## config.mk

```make
export PLATFORM = sky130hd
export DESIGN_NAME = player2_link_rx
export DESIGN_NICKNAME = d
export VERILOG_FILES = /design/src/rtl/link_pkg.sv /design/src/rtl/link_watchdog.sv /design/src/rtl/player2_link_rx.sv
export SDC_FILE = /design/constraint.sdc
export NUM_CORES = 1
export LEC_CHECK = 0
export ABC_AREA = 1
export BUFFER_PORTS_ARGS = -buffer_cell sky130_fd_sc_hd__buf_2
export CAP_MARGIN = 20
export CORE_AREA = 2 2 108 162
export DETAILED_ROUTE_END_ITERATION = 12
export DIE_AREA = 0 0 110 164
export GPL_TIMING_DRIVEN = 0
export PLACE_DENSITY_LB_ADDON = 0.15
export SETUP_SLACK_MARGIN = 0.02
export SLEW_MARGIN = 20
export SYNTH_ARGS = -nofsm -noshare
export SYNTH_HDL_FRONTEND = slang
export SYNTH_SLANG_ARGS = --single-unit
```

## constraint.sdc

```tcl
create_clock -name clk -period 2.1 [get_ports clk]
set_input_delay 0.42 -clock clk [delete_from_list [all_inputs] [get_ports clk]]
set_output_delay 0.42 -clock clk [all_outputs]
set_load 0.02 [all_outputs]
```

## src/rtl/link_pkg.sv

```systemverilog
// Shared constants and types for the partner-board status link.
// The bit positions are used by both the receiver and the transmitter.
package link_pkg;

  localparam logic [7:0] SYNC_BYTE   = 8'hA5;
  localparam int         PAYLOAD_LEN = 6;
  localparam int         IDX_W       = $clog2(PAYLOAD_LEN);

  typedef enum logic [1:0] {
    HUNT,
    PAYLOAD,
    CHECK
  } rx_state_t;

  // P1 = {x[3:0], y[11:8]}
  localparam int P1_X_LO_MSB  = 7;
  localparam int P1_X_LO_LSB  = 4;
  localparam int P1_Y_HI_MSB  = 3;
  localparam int P1_Y_HI_LSB  = 0;

  // P3 = {hp, aggro}
  localparam int P3_HP_MSB    = 7;
  localparam int P3_HP_LSB    = 4;
  localparam int P3_AGGRO_MSB = 3;
  localparam int P3_AGGRO_LSB = 0;

  // P4 = {flip_h, class[1:0], game_start, 4'b0}
  localparam int P4_FLIP_BIT  = 7;
  localparam int P4_CLASS_MSB = 6;
  localparam int P4_CLASS_LSB = 5;
  localparam int P4_START_BIT = 4;

  // P5 = {1'b0, boss_hp[6:0]}
  localparam int P5_BOSS_MSB  = 6;
  localparam int P5_BOSS_LSB  = 0;

endpackage

```

## src/rtl/link_watchdog.sv

```systemverilog
// Loadable down-counter with an expiry flag. It saturates at zero.
// The flag is high while the count is zero.
module link_watchdog #(
  parameter int LOAD_VALUE = 16
) (
  input  logic clk,
  input  logic rst_n,
  input  logic load,
  input  logic en,
  output logic expired
);

  localparam int W = $clog2(LOAD_VALUE + 1);

  logic [W-1:0] count_reg;

  // Reload takes priority over counting; counting stops at zero.
  always_ff @(posedge clk or negedge rst_n) begin
    if (!rst_n) begin
      count_reg <= '0;
    end else if (load) begin
      count_reg <= W'(LOAD_VALUE);
    end else if (en && (count_reg != '0)) begin
      count_reg <= count_reg - W'(1);
    end
  end

  assign expired = (count_reg == '0);

endmodule

```

## src/rtl/player2_link_rx.sv

```systemverilog
// Status-frame receiver for the partner board.
// It hunts for the sync byte and buffers the six payload bytes.
// It checks the XOR checksum and commits good frames to registered outputs.
// It drops data_valid when no good frame arrives within the link timeout.
module player2_link_rx
  import link_pkg::*;
#(
  parameter int BYTE_GAP_CYCLES     = 65_000,
  parameter int LINK_TIMEOUT_CYCLES = 6_500_000
) (
  input  logic        clk,
  input  logic        rst_n,
  input  logic [7:0]  rx_byte,
  input  logic        rx_valid,
  output logic [11:0] player_2_x,
  output logic [11:0] player_2_y,
  output logic [3:0]  player_2_hp,
  output logic [3:0]  player_2_aggro,
  output logic        player_2_flip_h,
  output logic [1:0]  player_2_class,
  output logic        player2_game_start,
  output logic [6:0]  boss_out_hp,
  output logic        player_2_data_valid,
  output logic        frame_ok,
  output logic        frame_err
);

  rx_state_t        state_reg, state_next;
  logic [IDX_W-1:0] idx_reg, idx_next;
  logic [7:0]       xor_reg, xor_next;
  logic [7:0]       shadow_reg [PAYLOAD_LEN];

  logic shadow_we;
  logic commit;
  logic err;
  logic gap_expired;
  logic link_expired;

  // Byte-gap timer: re-armed by every byte, counts only inside a frame.
  link_watchdog #(
    .LOAD_VALUE (BYTE_GAP_CYCLES)
  ) u_gap_wdt (
    .clk     (clk),
    .rst_n   (rst_n),
    .load    (rx_valid),
    .en      (state_reg != HUNT),
    .expired (gap_expired)
  );

  // Link timer: re-armed by each committed frame.
  link_watchdog #(
    .LOAD_VALUE (LINK_TIMEOUT_CYCLES)
  ) u_link_wdt (
    .clk     (clk),
    .rst_n   (rst_n),
    .load    (commit),
    .en      (1'b1),
    .expired (link_expired)
  );

  // State, byte index and running XOR registers.
  always_ff @(posedge clk or negedge rst_n) begin
    if (!rst_n) begin
      state_reg <= HUNT;
      idx_reg   <= '0;
      xor_reg   <= '0;
    end else begin
      state_reg <= state_next;
      idx_reg   <= idx_next;
      xor_reg   <= xor_next;
    end
  end

  // Framing decisions. An arriving byte always beats gap expiry in the same cycle.
  always_comb begin
    state_next = state_reg;
    idx_next   = idx_reg;
    xor_next   = xor_reg;
    shadow_we  = 1'b0;
    commit     = 1'b0;
    err        = 1'b0;
    case (state_reg)
      HUNT: begin
        if (rx_valid && (rx_byte == SYNC_BYTE)) begin
          idx_next   = '0;
          xor_next   = '0;
          state_next = PAYLOAD;
        end
      end
      PAYLOAD: begin
        if (rx_valid) begin
          // A sync value here is plain data; there is no resync mid-frame.
          shadow_we = 1'b1;
          xor_next  = xor_reg ^ rx_byte;
          if (idx_reg == IDX_W'(PAYLOAD_LEN - 1)) begin
            state_next = CHECK;
          end else begin
            idx_next = idx_reg + IDX_W'(1);
          end
        end else if (gap_expired) begin
          err        = 1'b1;
          state_next = HUNT;
        end
      end
      CHECK: begin
        if (rx_valid) begin
          if (rx_byte == xor_reg) begin
            commit = 1'b1;
          end else begin
            err = 1'b1;
          end
          state_next = HUNT;
        end else if (gap_expired) begin
          err        = 1'b1;
          state_next = HUNT;
        end
      end
      default: begin
        state_next = HUNT;
      end
    endcase
  end

  // Shadow buffer: holds the payload until the checksum confirms it.
  always_ff @(posedge clk or negedge rst_n) begin
    if (!rst_n) begin
      for (int i = 0; i < PAYLOAD_LEN; i++) begin
        shadow_reg[i] <= '0;
      end
    end else if (shadow_we) begin
      shadow_reg[idx_reg] <= rx_byte;
    end
  end

  // The reserved bits of P4 and P5 are deliberately ignored.
  logic unused_reserved;
  assign unused_reserved = ^{shadow_reg[4][3:0], shadow_reg[5][7]};

  // Output registers. Fields change only on commit; a commit beats link expiry.
  always_ff @(posedge clk or negedge rst_n) begin
    if (!rst_n) begin
      player_2_x          <= '0;
      player_2_y          <= '0;
      player_2_hp         <= '0;
      player_2_aggro      <= '0;
      player_2_flip_h     <= 1'b0;
      player_2_class      <= '0;
      player2_game_start  <= 1'b0;
      boss_out_hp         <= '0;
      player_2_data_valid <= 1'b0;
      frame_ok            <= 1'b0;
      frame_err           <= 1'b0;
    end else begin
      frame_ok  <= commit;
      frame_err <= err;
      if (commit) begin
        player_2_x          <= {shadow_reg[0], shadow_reg[1][P1_X_LO_MSB:P1_X_LO_LSB]};
        player_2_y          <= {shadow_reg[1][P1_Y_HI_MSB:P1_Y_HI_LSB], shadow_reg[2]};
        player_2_hp         <= shadow_reg[3][P3_HP_MSB:P3_HP_LSB];
        player_2_aggro      <= shadow_reg[3][P3_AGGRO_MSB:P3_AGGRO_LSB];
        player_2_flip_h     <= shadow_reg[4][P4_FLIP_BIT];
        player_2_class      <= shadow_reg[4][P4_CLASS_MSB:P4_CLASS_LSB];
        player2_game_start  <= shadow_reg[4][P4_START_BIT];
        boss_out_hp         <= shadow_reg[5][P5_BOSS_MSB:P5_BOSS_LSB];
        player_2_data_valid <= 1'b1;
      end else if (link_expired) begin
        player_2_data_valid <= 1'b0;
      end
    end
  end

endmodule

```

==> impl_metrics.toml, run 1 <==
[status]
status = "finished clean"

[yosys]
yosysSeqAreaShare = 0.537
ys_warn_count = 0
synth.top_cell.area_share = 0.537
synth.cell_area_um2 = 6570
ys_types = 27
syn_area_per_cell_um2 = 7.81
synth_fp_nets = 861
synth_area_leaders = "dfrtp_1 (54%), nand2_1 (19%), o21ai_0 (5.3%)"
syn_inst = 841
synth.ff_latch_count = 141
yosys.area.top_type = "dfrtp_1"

[sta]
maxSlewHeadroom = 0.601
hold_violations = 0
fin_crit_sh = 0.901
tightestPinTransition_ns = 0.599
finalSetupViolations = 0
skew_ns = 0.0103
slew_viol_final = 0
period_needed_ns = 1.89
fmax_ghz = 0.528
layout_setup_ws_ns = 0.207
rsz0062_at_grt = "no"

[route]
via_per_inst = 4.79
ant_nets = 0
post_drt_wl_per_cell_um = 14.0
firstDrtPassIters = 4
first_iter_violations = 234
vias = 5486
drc = 0
detail_route.wirelength_um = 16000

[place]
dp_hpwl_um = 11000
pre_cts_ws_ns = 0.0551
io_buffers = 56
dp_cells = 1108
gp_congestion = 0.886

[grt]
grt_pass1_vias = 5466
grt_max_degree = 94
antenna_found_initial = 0
grt_pass1_wl_um = 27000
overflow = 0
globalRouteTotalUtil = 0.197

[worst_hold_path]
hp-start = "rx_byte[2]"
worstHoldEndpoint = "xor_reg[2]$_DFFE_PN0P_"
worstHoldPathCells = 4
hold_path_class = "in -> reg"

[worst_setup_path]
r2r_end = "xor_reg[1]$_DFFE_PN0P_"
path_class = "reg -> reg"
cp.arrival_ns = 2.20
end_kind = "flop"
critPathMaxFanout = 10
rr_worst_depth = 10
reg2reg_slack_ns = 0.21
start_kind = "flop"
timing.rr.start = "state_reg[1]$_DFFE_PN0P_"
cp.required_ns = 2.41

[layout]
syn_to_final_growth_pct = 19.0
drive_gt1_frac = 0.137
diodes = 0
layout.cells.non_filler = 1146
nNetsFinal = 943
largest_reg_flops = 43
post-route-util = 0.471

[floorplanning]
coreArea_um2 = 16600
die_area_um2 = 18000
rows = 58
initial_core_util = 0.395
die_h_um = 164
top_level_ports = 57
die_w_um = 110

[power]
p_leak_nw = 4.14
p_total_mw = 9.26
power_density_nw_per_um2 = 1180
ir_drop_mv = 0.464

[cts]
cts_buffers = 17
cts_buffer_depth = 2
clk_latency_ns = 0.43
cts_root_buf = "clkbuf_16"
clkTransAtPathRegs_ns = 0.06
numClockSinks = 141
cts-htree-levels = 4
cts_tree = "yes"

[run]
drv_cap = 0
[metal layers]
layer,part of all wire,GRT usage
met1,0.46,0.253
met4,0.022,0.0783
met3,0.028,0.0381
met5,0,0
met2,0.49,0.322
[worst max-delay path by stage]
stage	cells past startpoint	start	endpoint	slack [ns]
2_1_floorplan	10	state_reg[1]$_DFFE_PN0P_	xor_reg[0]$_DFFE_PN0P_	0.45
3_3_place_gp	1	rst_n	u_gap_wdt.count_reg[13]$_DFFE_PN0P_	-1.57
3_5_place_dp	11	rx_byte[6]	player_2_x[11]$_DFFE_PN0P_	0.06
4_1_cts	10	state_reg[1]$_DFFE_PN0P_	xor_reg[6]$_DFFE_PN0P_	0.04
5_1_grt	9	state_reg[1]$_DFFE_PN0P_	shadow_reg[45]$_DFFE_PN0P_	0.02
6_report	10	state_reg[1]$_DFFE_PN0P_	xor_reg[1]$_DFFE_PN0P_	0.21
[cells in the final DEF, fill, tap and decap left out, types with 6 or more instances in the layout]
cell type / netlist / routed
nand2_1: 341 / 337
dfrtp_1: 141 / 141
nor2_1: 89 / 87
o21ai_0: 70 / 70
inv_1: 63 / 62
buf_2: 7 / 60
nand3_1: 48 / 48
clkbuf_16: 0 / 17
clkbuf_1: 12 / 12
buf_4: 4 / 10
ha_1: 9 / 9
xor2_1: 8 / 8
a21oi_1: 8 / 8
nand4_1: 7 / 7
inv_2: 7 / 7
nor2_2: 4 / 6
nor3_1: 6 / 6
[critical path, stage by stage (launching register included)]
cell and delay, ns:
dfrtp_1 0.40, inv_1 0.08, ha_1 0.18, clkbuf_4 0.19, clkinvlp_4 0.12, nor2_1 0.05, inv_1 0.07, o21ai_1 0.09
a21oi_4 0.23, clkbuf_4 0.26, o21ai_0 0.10
[final cells by class]
type | instances | area [um^2]
fillers | 1667 | 8800
multi-input cells | 605 | 2680
plain buffers | 23 | 116
repair buffers | 64 | 373
flip-flops and latches | 141 | 3530
inverters | 71 | 272
well taps | 210 | 263
clock inverters | 11 | 131
clock buffers | 21 | 460
[cell families (layout without fill, tap and decap cells)]
kind of cell             count (synthesis)  in the layout  synth area share
AO/OA/AOI/OAI                           85             85            0.0684
AND/OR/NAND/NOR                        501            501             0.306
XOR/XNOR                                10             10            0.0133
flip-flops                             141            141             0.537
buffers and inverters                   95            190            0.0581
adder cells (fa/ha/maj)                  9              9            0.0171
[report_power, final]
part           switching, mW  internal [mW]
Combinational           1.50          0.871
Sequential             0.473           3.38
Clock                   1.21           1.83
[synthesized netlist by cell type]
library cell and count:
a21oi_1 8, a21oi_4 1, and2_1 1, buf_1 1
buf_2 7, buf_4 4, clkbuf_1 12, clkinv_2 1
dfrtp_1 141, ha_1 9, inv_1 63, inv_2 7
nand2_1 341, nand3_1 48, nand3_2 1, nand3b_1 2
nand4_1 7, nand4_4 1, nor2_1 89, nor2_2 4
nor3_1 6, o211ai_1 5, o21ai_0 70, o21ai_1 1
or2_2 1, xnor2_1 2, xor2_1 8
[per-stage QoR]
stage               hold slack, ns  TNS [ns]  instance area, um^2
finish                       0.356         0                 7820
global route                 0.384         0                 7820
CTS                          0.346         0                 7750
detailed placement           0.360         0                 7150
global placement             0.455   -219.37                 7110
floorplan                    0.124         0                 6570
[timing repair]
action,CTS,global route
buffers inserted,0,6
hold buffers,1,0
gates resized for setup,0,11
hold endpoints to repair,48,0
endpoints found under the setup margin,0,50
Power figures use the tool's default switching activity.
==> inputs of run 2 (changes only) <==
--- a/config.mk
+++ b/config.mk
@@ -5,10 +5,9 @@
 export SDC_FILE = /design/constraint.sdc
 export NUM_CORES = 1
 export LEC_CHECK = 0
-export ABC_AREA = 1
 export BUFFER_PORTS_ARGS = -buffer_cell sky130_fd_sc_hd__buf_2
 export CAP_MARGIN = 20
-export CORE_AREA = 2 2 108 162
+export CORE_AREA = 3 3 107 161
 export DETAILED_ROUTE_END_ITERATION = 12
 export DIE_AREA = 0 0 110 164
 export GPL_TIMING_DRIVEN = 0
==> run 2 against run 1 <==
- the run now ends with negative setup slack left
- critical path depth down 4
- sequential share of layout area down 1.1 points
- first-iteration DRC count down 31%
- global-route usage down 2.5 points
- highest routed layer unchanged
==> impl_metrics.toml, run 2 <==
[yosys]
yosysMostFrequentCell = "dfrtp_1"
synth_edf_count = 0
yosys_most_used_dff = "dfrtp_1"
synth_commonest_cells = "dfrtp_1 (141), mux2_2 (84), nor2_1 (28)"
yosys.area_share.simple = 0.143
synth.top_cell.area_share = 0.557
ys_warn_count = 0
synth_compound_area_frac = 0.0756
synth_xor_area_frac = 0.0277
synth.cell_area_um2 = 6330
yosys.area.top_type = "dfrtp_1"
synth.ff_latch_count = 141
syn_area_per_cell_um2 = 12.0
synth_area_leaders = "dfrtp_1 (56%), mux2_2 (15%), o21ai_0 (2.1%)"
synth_top_family_by_area = "multiplexers"
synth_fp_nets = 546
muxShareOfSynthArea = 0.156
synth_fa_ha_area_frac = 0.0178
postSynth.asyncResetShare = 1.00
ys_types = 54
yosysSeqAreaShare = 0.557
syn_inst = 526

[worst_setup_path]
end_kind = "flop"
critPathBufInv = 1
max_stage_delay_ns = 0.48
start_kind = "flop"
cp.required_ns = 2.45
cp.arrival_ns = 2.59
path_cells = "or3_4 > or4b_1 > clkbuf_8 > or3_4 > or3_1 > a21oi_2"
critPathMaxFanout = 6
path_class = "reg -> reg"
path_common_cell = "or3_4"
crit_family = "simple AND/OR/NAND/NOR gates"
crit_slowest_cell = "or4b_1"

[power]
power_density_nw_per_um2 = 1090
p_total_mw = 8.74
p_leak_nw = 3.61
ir_drop_mv = 0.575

[layout]
drive_gt1_frac = 0.411
nNetsFinal = 640
fin_area_um2 = 8030
multi_input_area_um2 = 2930
seqCellArea_um2 = 3530
final_common_cell = "dfrtp_1"
layout.cells.non_filler = 838
diodes = 0
post-route-util = 0.500
syn_to_final_growth_pct = 26.8
largest_reg_flops = 43
fill_cells = 1458
layout_common_cells = "dfrtp_1 (139), mux2_2 (84), buf_2 (50)"

[sta]
slew_viol_final = 0
whs_ns = 0.324
fin_crit_sh = 1.07
period_needed_ns = 2.24
hold_violations = 0
layout_setup_ws_ns = -0.142
rsz0062_at_grt = "yes"
finalSetupViolations = 7
skew_ns = 0.00756
tightestPinTransition_ns = 0.594
fmax_ghz = 0.446
setup_tns_ns = -0.346
maxSlewHeadroom = 0.601

[grt]
grt_max_degree = 101
grt_pass1_vias = 4646
overflow = 0
grt_pass1_wl_um = 23800
antenna_found_initial = 0
globalRouteTotalUtil = 0.172

[floorplanning]
coreArea_um2 = 16000
die_h_um = 164
rows = 57
die_w_um = 110
die_area_um2 = 18000
initial_core_util = 0.395
top_level_ports = 57

[cts]
clk_latency_ns = 0.42
cts_buffer_depth = 2
clkTransAtPathRegs_ns = 0.06
cts-htree-levels = 4
cts_root_buf = "clkbuf_16"
numClockSinks = 141
cts_tree = "yes"
cts_buffers = 17

[place]
gp_congestion = 0.852
dp_hpwl_um = 9460
dp_cells = 781
io_buffers = 48
placed_area_um2 = 6940
pre_cts_ws_ns = -0.530

[route]
via_per_inst = 5.30
vias = 4444
firstDrtPassIters = 4
drc = 0
post_drt_wl_per_cell_um = 17.4
ant_nets = 0
first_iter_violations = 161
detail_route.wirelength_um = 14600

[run]
drv_cap = 0

[status]
violations = "negative setup slack"
status = "finished, violations left"

[worst_hold_path]
hold_path_class = "in -> reg"
run 2: final cells by class:
class	instances	share of cell area
Buffer	23	0.0215
Clock buffer	17	0.0530
Clock inverter	14	0.0198
Inverter	9	0.00421
Multi-Input combinational cell	349	0.365
Sequential cell	141	0.440
Tap cell	206	0.0321
Timing Repair Buffer	79	0.0644
run 2: per-layer routing:
layer | track usage | vias up | part of all wire
met5 | 0 | - | 0
met3 | 0.0330 | 22 | 0.027
met4 | 0.0766 | 0 | 0.021
met2 | 0.294 | 65 | 0.54
met1 | 0.205 | 2266 | 0.41
li1 | - | 2091 | -
run 2: where the power goes:
part | switching, mW | leakage, nW | internal [mW]
sequential | 0.388 | 1.76 | 3.28
clock | 1.26 | 0.287 | 1.77
combinational | 1.06 | 1.56 | 0.989
run 2: logic make-up (layout without fill, tap and decap cells):
family                     count (synthesis)  after routing
xor gates and xnor gates                  20             20
and+or+nand+nor                          159            159
muxes                                     88             88
AOI/OAI and AO/OA                         73             73
buffers and inverters                     36            142
adders and majority gates                  9              9
DFF                                      141            141
run 2: worst paths after layout:
check / startpoint / endpoint / slack (ns) / cells after the start
worst max-delay path: u_link_wdt.count_reg[3]$_DFFE_PN0P_ / u_link_wdt.count_reg[14]$_DFFE_PN0P_ / -0.14 / 6
worst min-delay path: rx_byte[3] / shadow_reg[35]$_DFFE_PN0P_ / 0.32 / 2
worst max register to register: u_link_wdt.count_reg[3]$_DFFE_PN0P_ / u_link_wdt.count_reg[14]$_DFFE_PN0P_ / -0.14 / 6
worst min register to register: player_2_y[0]$_DFFE_PN0P_ / player_2_y[0]$_DFFE_PN0P_ / 0.48 / 1
max in group asynchronous: rst_n / xor_reg[7]$_DFFE_PN0P_ / 0.79 / 3
min in group asynchronous: rst_n / u_gap_wdt.count_reg[6]$_DFFE_PN0P_ / 0.49 / 2
run 2: timing repair:
action                                  in CTS  in global routing
setup buffers                               15                 14
gates resized for setup                     36                 35
pin swaps                                   10                 15
endpoints found under the hold margin       41                  0
hold buffers                                 1                  0
endpoints found under the setup margin     108                 84
